--- config.mk ---
export PLATFORM = sky130hd
export DESIGN_NAME = conv_col_feeder
export DESIGN_NICKNAME = d
export VERILOG_FILES = /design/src/rtl/conv_col_feeder.sv
export SDC_FILE = /design/constraint.sdc
export NUM_CORES = 1
export LEC_CHECK = 0
export ABC_AREA = 1
export BUFFER_PORTS_ARGS = -buffer_cell sky130_fd_sc_hd__buf_2
export CORE_ASPECT_RATIO = 1.1
export CORE_MARGIN = 2
export CORE_UTILIZATION = 50
export CTS_BUF_LIST = sky130_fd_sc_hd__clkbuf_16
export CTS_CLUSTER_SIZE = 10
export DETAILED_ROUTE_END_ITERATION = 6
export PLACE_DENSITY = 0.67
export SYNTH_ARGS = -nofsm -noshare
export SYNTH_HDL_FRONTEND = slang
export SYNTH_SLANG_ARGS = --single-unit
--- constraint.sdc ---
create_clock -name clk -period 1.69 [get_ports clk]
set_clock_uncertainty 0.05 [all_clocks]
set_input_delay 0.0845 -clock clk [delete_from_list [all_inputs] [get_ports clk]]
set_output_delay 0.0845 -clock clk [all_outputs]
set_load 0.02 [all_outputs]
--- src/rtl/conv_col_feeder.sv ---
// Column feeder for the KxK sliding-window register: buffers K_H-1 rows of a
// raster pixel stream and emits one K_H-tall column per accepted pixel.
module conv_col_feeder #(
  parameter int unsigned K_H   = 3,
  parameter int unsigned K_W   = 3,
  parameter int unsigned IMG_W = 8,
  parameter int unsigned IMG_H = 8
) (
  input  logic                         clk,
  input  logic                         rst_n,
  input  logic                         start,
  input  logic                         pix_valid,
  input  logic [7:0]                   pix_data,
  output logic                         pix_ready,
  output logic [K_H-1:0][7:0]          col_data,
  output logic                         load_en,
  output logic                         clear,
  output logic                         win_valid,
  output logic [$clog2(IMG_H)-1:0]     out_row,
  output logic [$clog2(IMG_W)-1:0]     out_col,
  output logic                         frame_done,
  output logic                         busy
);

  localparam int unsigned RW = $clog2(IMG_H);
  localparam int unsigned CW = $clog2(IMG_W);

  typedef enum logic [1:0] {
    S_IDLE,
    S_CLR,
    S_STREAM,
    S_DONE
  } state_t;

  state_t          state;
  state_t          state_d;
  logic [RW-1:0]   r;
  logic [RW-1:0]   r_d;
  logic [CW-1:0]   c;
  logic [CW-1:0]   c_d;
  logic            accept;
  logic            last_col;
  logic            last_row;
  logic            ld_win;
  logic [RW-1:0]   ld_r;
  logic [CW-1:0]   ld_c;
  logic [K_H-1:0][7:0] col_nxt;
  logic [7:0]      rd [K_H-1];

  assign accept   = pix_valid && pix_ready;
  assign last_col = (c == CW'(IMG_W - 1));
  assign last_row = (r == RW'(IMG_H - 1));

  // CLR and DONE each take two cycles: the first overlaps the load of the
  // previous column, the second carries the clear / frame_done pulse, so a
  // clear never lands on a load cycle.
  always_comb begin
    state_d = state;
    r_d     = r;
    c_d     = c;
    unique case (state)
      S_IDLE: begin
        if (start) begin
          state_d = S_CLR;
          r_d     = '0;
          c_d     = '0;
        end
      end
      S_CLR: begin
        if (clear) state_d = S_STREAM;
      end
      S_STREAM: begin
        if (accept) begin
          if (!last_col) begin
            c_d = c + CW'(1);
          end else if (!last_row) begin
            c_d     = '0;
            r_d     = r + RW'(1);
            state_d = S_CLR;
          end else begin
            state_d = S_DONE;
          end
        end
      end
      S_DONE: begin
        if (frame_done) state_d = S_IDLE;
      end
      default: state_d = S_IDLE;
    endcase
  end

  // State, counters and control outputs
  always_ff @(posedge clk or negedge rst_n) begin
    if (!rst_n) begin
      state      <= S_IDLE;
      r          <= '0;
      c          <= '0;
      pix_ready  <= 1'b0;
      busy       <= 1'b0;
      clear      <= 1'b0;
      frame_done <= 1'b0;
      load_en    <= 1'b0;
      ld_win     <= 1'b0;
      ld_r       <= '0;
      ld_c       <= '0;
      win_valid  <= 1'b0;
      out_row    <= '0;
      out_col    <= '0;
    end else begin
      state      <= state_d;
      r          <= r_d;
      c          <= c_d;
      pix_ready  <= (state_d == S_STREAM);
      busy       <= (state_d != S_IDLE);
      clear      <= (state == S_CLR) && !clear;
      frame_done <= (state == S_DONE) && !frame_done;
      load_en    <= accept;
      if (accept) begin
        ld_r   <= r;
        ld_c   <= c;
        ld_win <= (32'(r) >= K_H - 1) && (32'(c) >= K_W - 1);
      end
      win_valid <= load_en && ld_win;
      if (load_en) begin
        out_row <= ld_r;
        out_col <= ld_c;
      end
    end
  end

  assign col_nxt[K_H-1] = pix_data;

  // One line buffer per stored row; row K_H-2 is the most recent row.
  for (genvar g = 0; g < K_H - 1; g++) begin : g_row
    localparam int unsigned ABOVE = K_H - 1 - g;
    logic [IMG_W-1:0][7:0] mem;
    logic [7:0]            shift_in;

    if (g == K_H - 2) begin : g_top
      assign shift_in = pix_data;
    end else begin : g_mid
      assign shift_in = rd[g+1];
    end

    assign rd[g] = mem[c];
    // Rows above the image read as zero, hiding stale data from earlier frames.
    assign col_nxt[g] = (32'(r) < ABOVE) ? 8'h00 : mem[c];

    always_ff @(posedge clk or negedge rst_n) begin
      if (!rst_n) begin
        mem <= '0;
      end else if (accept) begin
        mem[c] <= shift_in;
      end
    end
  end

  // Column register holds its value between loads
  always_ff @(posedge clk or negedge rst_n) begin
    if (!rst_n) begin
      col_data <= '0;
    end else if (accept) begin
      col_data <= col_nxt;
    end
  end

endmodule
# == After elaboration in Yosys (flattened, before gate mapping) ==
# Cells that the tools add are included.
# totals
ff_bits,179
# op_classes
n_lt_le_gt_ge,6
add_sub_neg,2
eq_ne,11
n_reduce_logical,13
mux,26
# op_table
cell,n
$bwmux W64,2
$bmux W8 S3,2
$mux W8,5
$demux W8 S3,1
$mux W3,7
$mux W2,6
$pmux W3 S2,2
$ne A2 B2 Y1 const B,4
$pmux W2 S4,1
$add A3 B1 Y3 const B,2
$eq A2 B2 Y1 const B,3
$eq A3 B3 Y1 const B,2
$ge A3 B2 Y1 const B,2
$logic_and A1 B1 Y1,6
$reduce_and A5 Y1,1
$lt A3 B4 Y1 const B,1
$reduce_and A4 Y1,1
$reduce_bool A2 Y1,2
$ge A3 B1 Y1 const B,1
$lt A3 B1 Y1 const B,1
$lt A3 B2 Y1 const B,1
$ne A3 B3 Y1 const B,1
$eq A2 B1 Y1 const B,1
$logic_not A1 Y1,2
$logic_not A2 Y1,1

# == Depth between registers and ports, before layout ==
# Gate-level depths: netlist (run 1).
# depth
depth_word,6
ltp_mapped,8
ltp_nobuf,8

# == Least setup slack after synthesis (run 1) ==
# Ideal clock, no wire load.
# synth_timing
path_kind,reg-to-reg
start,register pix_ready
end,register g_row[1].mem[48] (netlist name)
slack_ns,0.155
t_required_ns,1.514
t_arrival_ns,1.359
path_stages_with_launch,7
n_path_buf,1
setup_ns,0.126
cell_sequence,dfrtp_1 nand2_1 nor2_1 inv_2 nor2_2 buf_2 o21ai_0
# synth_between
elab_chain_cells,1
# synth_rtl
item,line,source
from (decl),14,"output logic pix_ready,"
from (signal assigned),113,pix_ready <= (state_d == S_STREAM);
$logic_and A1 B1 Y1,50,assign accept = pix_valid && pix_ready;
"to (signal, indexed assignment)",153,mem[c] <= shift_in;
to (decl),136,logic [IMG_W-1:0][7:0] mem;
# No other way between the ends.
# A chain may end at the register's enable or synchronous reset.

# == Final worst setup path (run 1) ==
# layout_timing
start,register c[0]
end,register c[1]
# layout_between
elab_chain_cells,4
elab_cells_between_ends,7
cone_classes,1 x add/sub; 2 x eq/ne; 3 x mux; 1 x reduce/logical
# layout_rtl
item,line,source
from (decl),39,logic [CW-1:0] c;
from (signal assigned),97,c <= '0;
from (signal assigned),112,c <= c_d;
$add A3 B1 Y3 or $eq A3 B3 Y1 (tied branches),"75, 51",
$mux W3,74,if (!last_col) begin
$mux W3,73,if (accept) begin
$pmux W3 S2,61,unique case (state)
# Parallel ways exist; a longest one is shown, timed or not. The select of a mux whose other input is x is not followed.

==> impl_metrics.env, run 1 <==
export IMPL_status="finished, final reports clean"
export IMPL_syn_nets=1114
export IMPL_crit_chain="ha_1 > ha_4 > nor2_2 > nor2_1 > nor2_2 > nand2_1 > o21ai_1"
export IMPL_grt_overflow=0
export IMPL_reg2reg_from="c[0]$_DFFE_PN0P_"
export IMPL_synth_simple_area_share=0.2521
export IMPL_met1_usage=0.3500
export IMPL_routed_wl_mm=23.25
export IMPL_antenna_found_initial=0
export IMPL_path_buf_inv=0
export IMPL_r2r_cells=7
export IMPL_area_growth_pct=19.24
export IMPL_cts_buffer_depth=2
export IMPL_slew_violations=0
export IMPL_clock_latency_ns=0.43
export IMPL_syn_area_sq_mm=0.008466
export IMPL_placed_cells=1350
export IMPL_grt_busiest_layer="met2"
export IMPL_synth_compound_area_frac=0.1023
export IMPL_reg2reg_to="c[1]$_DFFE_PN0P_"
export IMPL_cts_max_level=4
export IMPL_numCtsBuffers=17
export IMPL_clk_pin_slew_ns=0.06
export IMPL_core_area_sq_mm=0.01649
export IMPL_setup_violations=0
export IMPL_cts_root_buf="clkbuf_16"
export IMPL_startpoint_type="register"
export IMPL_crit_path_max_incr_delay_ns=0.48
export IMPL_synth_top_family_by_area="simple AND/OR/NAND/NOR gates"
export IMPL_final_area_sq_mm=0.01009
export IMPL_crit_path_start="c[0]$_DFFE_PN0P_"
export IMPL_min_period_ns=1.627
export IMPL_crit_type="reg -> reg"
export IMPL_cp_required_ns=1.99
export IMPL_start_util=0.5133
export IMPL_synth_warning_count=0
export IMPL_drive_gt1_frac=0.1516
export IMPL_rows=49
export IMPL_syn_avg_cell_area_sq_um=7.724
export IMPL_grt_pass1_vias=7182
export IMPL_cts_tree="yes"
export IMPL_drcViolationCount=0
export IMPL_final_core_util=0.6121
export IMPL_hpwlAfterDp_mm=15.28
export IMPL_clock_sinks=179
export IMPL_hold_slack_ns=0.08567
export IMPL_peakVddDrop_mv=0.8519
export IMPL_die_h_um=140.5
export IMPL_first_pass_iters=5
export IMPL_r2r_slack_ns=0.06
export IMPL_synth_seq_area_share=0.5291
export IMPL_timing_fmax_mhz=614.7
export IMPL_dieArea_sq_mm=0.01799
export IMPL_routabilityCongestion=0.8574
export IMPL_gr_usage_all_layers=0.2709
export IMPL_ios=48
export IMPL_fin_crit_sh=0.9626
export IMPL_critPathTopFamily="simple AND/OR/NAND/NOR gates"
export IMPL_synthAdderAreaFrac=0.008868
export IMPL_path_depth=7
export IMPL_rsz0062_at_grt="yes"
export IMPL_crit_fanout=6
export IMPL_worst_slew_pin_slew_ns=0.6255
export IMPL_fp_dieW_um=128.1
export IMPL_antenna_left=0
export IMPL_relSlewSlack=0.5815
export IMPL_grt_max_degree=51
export IMPL_synth_xor_area_share=0
export IMPL_use_met2=0.4441
export IMPL_power_density_mw_per_mm2=1550
export IMPL_ys_types=24
export IMPL_finalNonFillerCells=1398
export IMPL_diodes=0
export IMPL_viasPerCell=5.273
export IMPL_io_buffer_count=47
export IMPL_maxCapViolCount=0
export IMPL_crit_path_frequent_cell="nor2_2"
export IMPL_place_ws_ns=-0.01603
export IMPL_gr_usage_met3=0.05730
export IMPL_place_area_sq_mm=0.009245
export IMPL_hold_viol_final=0
export IMPL_fillers=1457
export IMPL_vias=7371
export IMPL_critPathCapture="c[1]$_DFFE_PN0P_"
export IMPL_cp_arrival_ns=1.93
export IMPL_cp_end_kind="register"
export IMPL_ys_ff_latch=179
export IMPL_total_leakage_power_nw=5.423
export IMPL_setup_ws_ns=0.06314
export IMPL_drtIter0Drc=634
export IMPL_grt_pass1_wl_mm=37.52
export IMPL_synthCells=1096
export IMPL_layout_nets=1199
export IMPL_min_path_type="in -> reg"
export IMPL_crit_slowest_cell="dfrtp_2"
export IMPL_wl_per_cell_um=16.63
export IMPL_muxShareOfSynthArea=0.003991
## where the power goes
group,internal (mW),total [mW],switching [mW]
combinational,1.95,5.78,3.83
clock,2.13,3.78,1.65
sequential,5.48,6.08,0.603
## worst min-delay path, cell delays in order
cell,delay (ns)
buf_2,0.08
nand2_2,0.12
nor2_1,0.18
a21oi_1,0.06
## routing by layer
| layer | vias up | share of wire |
|---|---|---|
| met2 | 255 | 0.49 |
| met5 | - | 0 |
| met1 | 3534 | 0.42 |
| li1 | 3539 | - |
| met4 | 0 | 0.028 |
| met3 | 43 | 0.063 |
## area by class of cell
class / instances / area [sq um] / area share
Clock buffer: 17 / 425.4 / 0.04214
Clock inverter: 15 / 127.6 / 0.01264
Inverter: 168 / 635.6 / 0.06296
Multi-Input combinational cell: 702 / 3208 / 0.3178
Sequential cell: 179 / 4482 / 0.4440
Tap cell: 204 / 255.2 / 0.02529
Timing Repair Buffer: 113 / 960.9 / 0.09519
## flip-flops by register name, summed over array words and instances, names as in the netlist
signal,count
ld_win,1
busy,1
ld_c,3
load_en,1
pix_ready,1
clear,1
out_row,3
col_data,24
ld_r,3
state,2
c,3
win_valid,1
g_row.mem,128
out_col,3
frame_done,1
r,3
## stage by stage
step / setup TNS [ns] / total power [mW]
after floorplan: 0 / 9.384
after CTS: 0 / 15.32
final: 0 / 15.65
after detailed placement: -0.02634 / 11.47
after global placement: 0 / 11.37
after global routing: -0.08985 / 16.68
## placed cells by master (no fill, tap or decap), types with 4 or more instances in the layout
cell type,instances
nand2_1,403
dfrtp_1,177
inv_1,161
o21ai_0,129
nand3_1,66
buf_2,46
buf_4,38
o21ai_1,37
clkbuf_16,18
nor2_1,15
nand2_2,13
buf_12,13
dlygate4sd3_1,10
inv_2,8
nor2_2,6
clkinv_1,5
nor2_4,5
nand2_4,5
a21oi_1,4
ha_1,4
buf_6,4
## worst min path at each step
stage,start,endpoint,slack [ns],depth (start not counted)
5_1_grt,pix_valid,load_en$_DFF_PN0_,0.12,4
3_5_place_dp,rst_n,g_row[1].mem[49]$_DFFE_PN0P_,0.03,1
6_report,pix_valid,ld_c[0]$_DFFE_PN0P_,0.09,4
3_3_place_gp,rst_n,g_row[1].mem[57]$_DFFE_PN0P_,0.03,1
4_1_cts,rst_n,g_row[1].mem[19]$_DFFE_PN0P_,0.14,2
2_1_floorplan,rst_n,busy$_DFF_PN0_,-0.26,0
## repair_timing
action,4_1_cts,5_1_grt
setup buffers,0,5
cloned,0,1
hold buffers,10,0
setup endpoints to repair,19,79
pin swaps,0,7
hold endpoints to repair,210,0
gates resized for setup,5,59
## cells in the mapped netlist, drive strengths merged
| cell | number | share of area |
|---|---|---|
| nand2 | 421 | 0.19 |
| dfrtp | 179 | 0.53 |
| inv | 167 | 0.074 |
| o21ai | 167 | 0.099 |
| nand3 | 68 | 0.040 |
| buf | 30 | 0.021 |
| nor2 | 28 | 0.022 |
| clkbuf | 17 | 0.0077 |
| a21oi | 6 | 0.0035 |
| ha | 6 | 0.0089 |
| mux2 | 3 | 0.0040 |
| nor3 | 2 | 0.0012 |
| clkinv | 1 | 0.00044 |
| or2 | 1 | 0.00074 |
## kinds of logic (layout without fill, tap and decap cells)
family / Yosys count / after routing
fa+ha+maj: 6 / 6
compound gates: 173 / 173
flops: 179 / 179
mux: 3 / 3
simple gates: 520 / 520
buf+inv: 215 / 313
No activity file was read; power rests on OpenSTA's default activity.
==> inputs of run 2 (changes only) <==
- CORE_ASPECT_RATIO: 1.1 -> 0.6
==> run 2 against run 1 <==
- the run now ends with design-rule violations, negative hold slack left
- cell area is 3.4% higher
- flip-flop and latch count is the same
- worst hold slack got worse by 0.090 ns
- critical path depth is 1 higher
- global-route usage up 1.1 points
- sequential power is essentially flat
- largest cell class unchanged
==> impl_metrics.env, run 2 (synthesis gave the netlist of run 1 again) <==
export IMPL_grt_max_degree=49
export IMPL_cp_arrival_ns=1.90
export IMPL_multi_input_area_sq_mm=0.003204
export IMPL_min_path_type="in -> reg"
export IMPL_layout_nets=1219
export IMPL_diodes=0
export IMPL_placed_cells=1386
export IMPL_die_h_um=104.8
export IMPL_reg_top3="g_row.mem x128, col_data x24"
export IMPL_viasPerCell=5.151
export IMPL_vias=7428
export IMPL_area_growth_pct=23.26
export IMPL_gr_usage_all_layers=0.2824
export IMPL_grt_busiest_layer="met1"
export IMPL_antenna_left=0
export IMPL_fp_dieW_um=172.0
export IMPL_total_leakage_power_nw=5.552
export IMPL_routabilityCongestion=0.8842
export IMPL_use_met2=0.3919
export IMPL_antenna_found_initial=1
export IMPL_rsz0062_at_grt="yes"
export IMPL_fin_crit_sh=0.9684
export IMPL_crit_type="reg -> reg"
export IMPL_core_area_sq_mm=0.01640
export IMPL_timing_fmax_mhz=611.0
export IMPL_top_register="g_row.mem"
export IMPL_clkPwrFrac=0.245
export IMPL_finalNonFillerCells=1442
export IMPL_slew_violations=0
export IMPL_numCtsBuffers=17
export IMPL_grt_overflow=0
export IMPL_wl_per_cell_um=16.88
export IMPL_switching_power_mw=6.318
export IMPL_combPwrFrac=0.377
export IMPL_final_common_cell="nand2_1"
export IMPL_first_pass_iters=7
export IMPL_worst_slew_pin_slew_ns=0.4964
export IMPL_setup_violations=0
export IMPL_clk_pin_slew_ns=0.07
export IMPL_hold_slack_ns=-0.004484
export IMPL_cts_buffer_depth=2
export IMPL_relSlewSlack=0.6691
export IMPL_p_int_mw=9.868
export IMPL_crit_fanout=14
export IMPL_peakVddDrop_mv=0.7617
export IMPL_cp_end_kind="register"
export IMPL_power_density_mw_per_mm2=1551
export IMPL_hold_viol_final=1
export IMPL_grt_pass1_vias=6942
export IMPL_min_period_ns=1.637
export IMPL_routed_wl_mm=24.34
export IMPL_gr_usage_met3=0.05455
export IMPL_violations="design-rule violations, negative hold slack"
export IMPL_drtIter0Drc=854
export IMPL_drcViolationCount=3
export IMPL_clock_latency_ns=0.43
export IMPL_place_ws_ns=-0.1006
export IMPL_rows=36
export IMPL_fillers=1440
export IMPL_ios=48
export IMPL_cts_tree="yes"
export IMPL_setup_ws_ns=0.05337
export IMPL_grt_pass1_wl_mm=38.60
export IMPL_cts_root_buf="clkbuf_16"
export IMPL_met1_usage=0.4469
export IMPL_sequentialPowerShare=0.378
export IMPL_io_buffer_count=47
export IMPL_start_util=0.5163
export IMPL_maxCapViolCount=0
export IMPL_final_cell_mix="nand2_1 (399), dfrtp_1 (176), inv_1 (154), o21ai_0 (130), nand3_1 (68)"
export IMPL_cts_max_level=4
export IMPL_swShare=0.3903
export IMPL_dieArea_sq_mm=0.01802
export IMPL_status="finished, violations left"
export IMPL_regArea_sq_mm=0.004483
export IMPL_largest_reg_flops=128
export IMPL_hpwlAfterDp_mm=16.04
export IMPL_clock_sinks=179
export IMPL_startpoint_type="register"
export IMPL_cp_required_ns=1.95
export IMPL_drive_gt1_frac=0.1779
-- run 2: cell types whose count changed in the layout (fill, tap and decap cells not counted), moves of 2 or more --
cell / before / now
nand2_4: 5 / 3
inv_1: 161 / 154
nand3_1: 66 / 68
nand2_2: 13 / 19
inv_6: 0 / 2
inv_2: 8 / 6
buf_4: 38 / 53
clkinv_1: 5 / 2
nand2_1: 403 / 399
nand3_2: 2 / 0
buf_12: 13 / 21
clkinvlp_4: 2 / 7
clkinv_2: 1 / 3
buf_6: 4 / 1
-- run 2: repair_timing --
| item | in CTS | in global routing |
|---|---|---|
| pin swaps | 0 | 9 |
| buffers inserted | 2 | 10 |
| setup endpoints to repair | 54 | 83 |
| resized for setup | 10 | 57 |
| gates cloned | 1 | 2 |
| hold buffers | 9 | 0 |
| endpoints found under the hold margin | 208 | 0 |
-- run 2: power groups by stage --
stage | sequential, mW | combinational (mW) | clock, mW
finish | 6.11 | 6.10 | 3.97
global route | 6.25 | 6.73 | 4.21
CTS | 6.08 | 5.71 | 4.02
detailed placement | 6.13 | 5.50 | 0
global placement | 6.13 | 5.47 | 0
floorplan | 6.38 | 3.00 | 0
-- run 2: through the flow --
stage / utilization / instance area, sq um / total power [mW] / setup TNS, ns
after floorplan: - / 8466 / 9.384 / 0
after global placement: 0.5781 / 9478 / 11.60 / -1.204
after detailed placement: 0.5781 / 9478 / 11.63 / -1.016
after CTS: 0.6229 / 10210 / 15.81 / 0
after global routing: 0.6364 / 10440 / 17.19 / -0.3420
final: 0.6364 / 10440 / 16.19 / 0
-- run 2: critical path, cell delays in order, from the launching register on --
cell and delay (ns):
dfrtp_2 0.49, inv_4 0.13, buf_12 0.14, nand2_1 0.07, nand3_1 0.11, nand2_2 0.11, buf_4 0.16, o21ai_0 0.17
nand2_1 0.08
-- run 2: path summary, 6_finish.rpt --
| check | start | endpoint | slack, ns | cells past startpoint |
|---|---|---|---|---|
| worst max-delay path | c[0]$_DFFE_PN0P_ | g_row[0].mem[27]$_DFFE_PN0P_ | 0.05 | 8 |
| worst min-delay path | pix_valid | col_data[11]$_DFFE_PN0P_ | -0.004 | 4 |
| worst max register to register | c[0]$_DFFE_PN0P_ | g_row[0].mem[27]$_DFFE_PN0P_ | 0.05 | 8 |
| worst min register to register | clear$_DFF_PN0_ | clear$_DFF_PN0_ | 0.42 | 1 |
| max in group asynchronous | rst_n | g_row[1].mem[0]$_DFFE_PN0P_ | 0.81 | 3 |
| min in group asynchronous | rst_n | g_row[1].mem[4]$_DFFE_PN0P_ | 0.11 | 2 |
-- run 2: layout make-up --
type	count	area share
timing repair buffer	133	0.1176
inverter	168	0.06259
clock inverter	15	0.01499
sequential	179	0.4296
tap	228	0.02734
clock buffer	17	0.04077
multi-input combinational	702	0.3071
-- run 2: routing by layer --
layer	wire length (um)	vias to the layer above
met5	0	-
met4	392	0
met3	1978	36
met2	10090	311
met1	11880	3502
li1	-	3579
==> inputs of run 3 (changes only) <==
- CORE_ASPECT_RATIO: 0.6 -> 1.25
==> run 3 against run 2 <==
- the run ends with negative setup slack left
- cell count grew 1.0%
- critical path depth down 1
- setup slack lost 0.071 ns
- first-iteration DRC count fell by 28%
- count of clock-buffer cells in the layout is the same
- critical endpoint is now g_row[0].mem[23]$_DFFE_PN0P_
- via count is 2.0% higher
- die area decreased by 0.15%
- clock power shrank 6.5%
- sequential power down 0.7%
- register-to-register slack worse by 0.07 ns
- critical path type unchanged
- global-route usage down 0.56 points
==> impl_metrics.env, run 3 (synthesis gave the netlist of run 1 again) <==
export IMPL_status="finished, violations left"
export IMPL_violations="negative setup slack"
export IMPL_io_buffer_count=47
export IMPL_fp_dieW_um=120.4
export IMPL_drtIter0Drc=617
export IMPL_gr_usage_all_layers=0.2768
export IMPL_hpwlAfterDp_mm=16.11
export IMPL_vias=7574
export IMPL_slew_violations=0
export IMPL_placed_cells=1399
export IMPL_numCtsBuffers=17
export IMPL_drive_gt1_frac=0.1916
export IMPL_regArea_sq_mm=0.004483
export IMPL_power_density_mw_per_mm2=1539
export IMPL_top_register="g_row.mem"
export IMPL_cp_end_kind="register"
export IMPL_grt_pass1_vias=7128
export IMPL_dieArea_sq_mm=0.01799
export IMPL_timing_fmax_mhz=585.7
export IMPL_first_pass_iters=5
export IMPL_min_path_type="in -> reg"
export IMPL_power_mw=16.19
export IMPL_start_util=0.5066
export IMPL_relSlewSlack=0.6261
export IMPL_cts_tree="yes"
export IMPL_layout_nets=1242
export IMPL_crit_type="reg -> reg"
export IMPL_routabilityCongestion=0.8908
export IMPL_min_period_ns=1.707
export IMPL_peakVddDrop_mv=0.8987
export IMPL_die_h_um=149.5
export IMPL_setup_violations=4
export IMPL_maxCapViolCount=0
export IMPL_final_cell_mix="nand2_1 (406), dfrtp_1 (176), inv_1 (155), o21ai_0 (129), buf_4 (76)"
export IMPL_setup_tns_ns=-0.02865
export IMPL_final_common_cell="nand2_1"
export IMPL_hold_viol_final=0
export IMPL_clock_sinks=179
export IMPL_multi_input_area_sq_mm=0.003236
export IMPL_viasPerCell=5.198
export IMPL_core_area_sq_mm=0.01671
export IMPL_rsz0062_at_grt="yes"
export IMPL_rows=53
export IMPL_grt_max_degree=52
export IMPL_largest_reg_flops=128
export IMPL_cts_buffer_depth=2
export IMPL_worst_slew_pin_slew_ns=0.5609
export IMPL_cts_max_level=4
export IMPL_antenna_left=0
export IMPL_crit_fanout=13
export IMPL_finalNonFillerCells=1457
export IMPL_area_growth_pct=24.28
export IMPL_fin_crit_sh=1.010
export IMPL_startpoint_type="register"
export IMPL_fillers=1503
export IMPL_clock_latency_ns=0.43
export IMPL_total_leakage_power_nw=5.637
export IMPL_grt_pass1_wl_mm=37.94
export IMPL_drcViolationCount=0
export IMPL_routed_wl_mm=23.93
export IMPL_ios=48
export IMPL_diodes=0
export IMPL_antenna_found_initial=0
export IMPL_clk_pin_slew_ns=0.07
export IMPL_cp_arrival_ns=1.97
export IMPL_wl_per_cell_um=16.43
export IMPL_reg_top3="g_row.mem x128, col_data x24"
export IMPL_grt_overflow=0
export IMPL_cp_required_ns=1.95
export IMPL_cts_root_buf="clkbuf_16"
export IMPL_setup_ws_ns=-0.01740
==> run 3: cell type report <==
class,count,share of cell area
Clock buffer,17,0.04043
Inverter,168,0.06184
Clock inverter,15,0.01130
Sequential cell,179,0.4261
Tap cell,220,0.02616
Multi-Input combinational cell,703,0.3075
Timing Repair Buffer,155,0.1267
==> run 3: worst max-delay path: stages (launching register included) <==
cell and delay (ns):
dfrtp_2 0.45, buf_12 0.17, nor2_2 0.17, inv_4 0.10, nor2_4 0.17, clkinvlp_4 0.27
nand2_1 0.14, nand2_1 0.06
==> run 3: stage by stage <==
stage / setup slack, ns / hold WS (ns) / utilization / instance area, sq um
final: -0.01740 / 0.03675 / 0.6296 / 10520
after global routing: -0.07728 / 0.06884 / 0.6296 / 10520
after CTS: -0.03008 / 0.01857 / 0.6134 / 10250
after detailed placement: -0.2159 / 0.04275 / 0.5708 / 9538
after global placement: -0.1880 / 0.04530 / 0.5708 / 9538
after floorplan: 0.1548 / -0.2611 / - / 8466
==> run 3: path summary, 6_finish.rpt <==
kind                             startpoint                            to  depth (start not counted)  slack, ns
setup / recovery           c[0]$_DFFE_PN0P_  g_row[0].mem[23]$_DFFE_PN0P_                          7      -0.02
hold / removal                        start            state[0]$_DFF_PN0_                          5       0.04
setup reg to reg           c[0]$_DFFE_PN0P_  g_row[0].mem[23]$_DFFE_PN0P_                          7      -0.02
hold reg to reg             clear$_DFF_PN0_               clear$_DFF_PN0_                          1       0.41
max in group asynchronous             rst_n  g_row[0].mem[31]$_DFFE_PN0P_                          3       0.83
min in group asynchronous             rst_n      col_data[18]$_DFFE_PN0P_                          2       0.15
==> run 3: metal layers <==
metal | GRT usage | vias up | share of wire
met5 | 0 | - | 0
met4 | 0.09884 | 0 | 0.029
met3 | 0.04383 | 48 | 0.060
met2 | 0.4449 | 273 | 0.48
met1 | 0.3819 | 3624 | 0.43
li1 | - | 3629 | -
==> run 3: power breakdown <==
part           total (mW)  switching [mW]  internal (mW)
registers            6.07           0.586           5.48
logic                6.42            4.02           2.39
clock network        3.71            1.70           2.01
==> run 3: what timing repair did <==
| item | 4_1_cts | 5_1_grt |
|---|---|---|
| setup endpoints to repair | 83 | 101 |
| hold buffers | 9 | 0 |
| pin swaps | 1 | 13 |
| setup buffers | 3 | 12 |
| endpoints found under the hold margin | 180 | 0 |
| resized for setup | 21 | 65 |
| gates cloned | 0 | 2 |
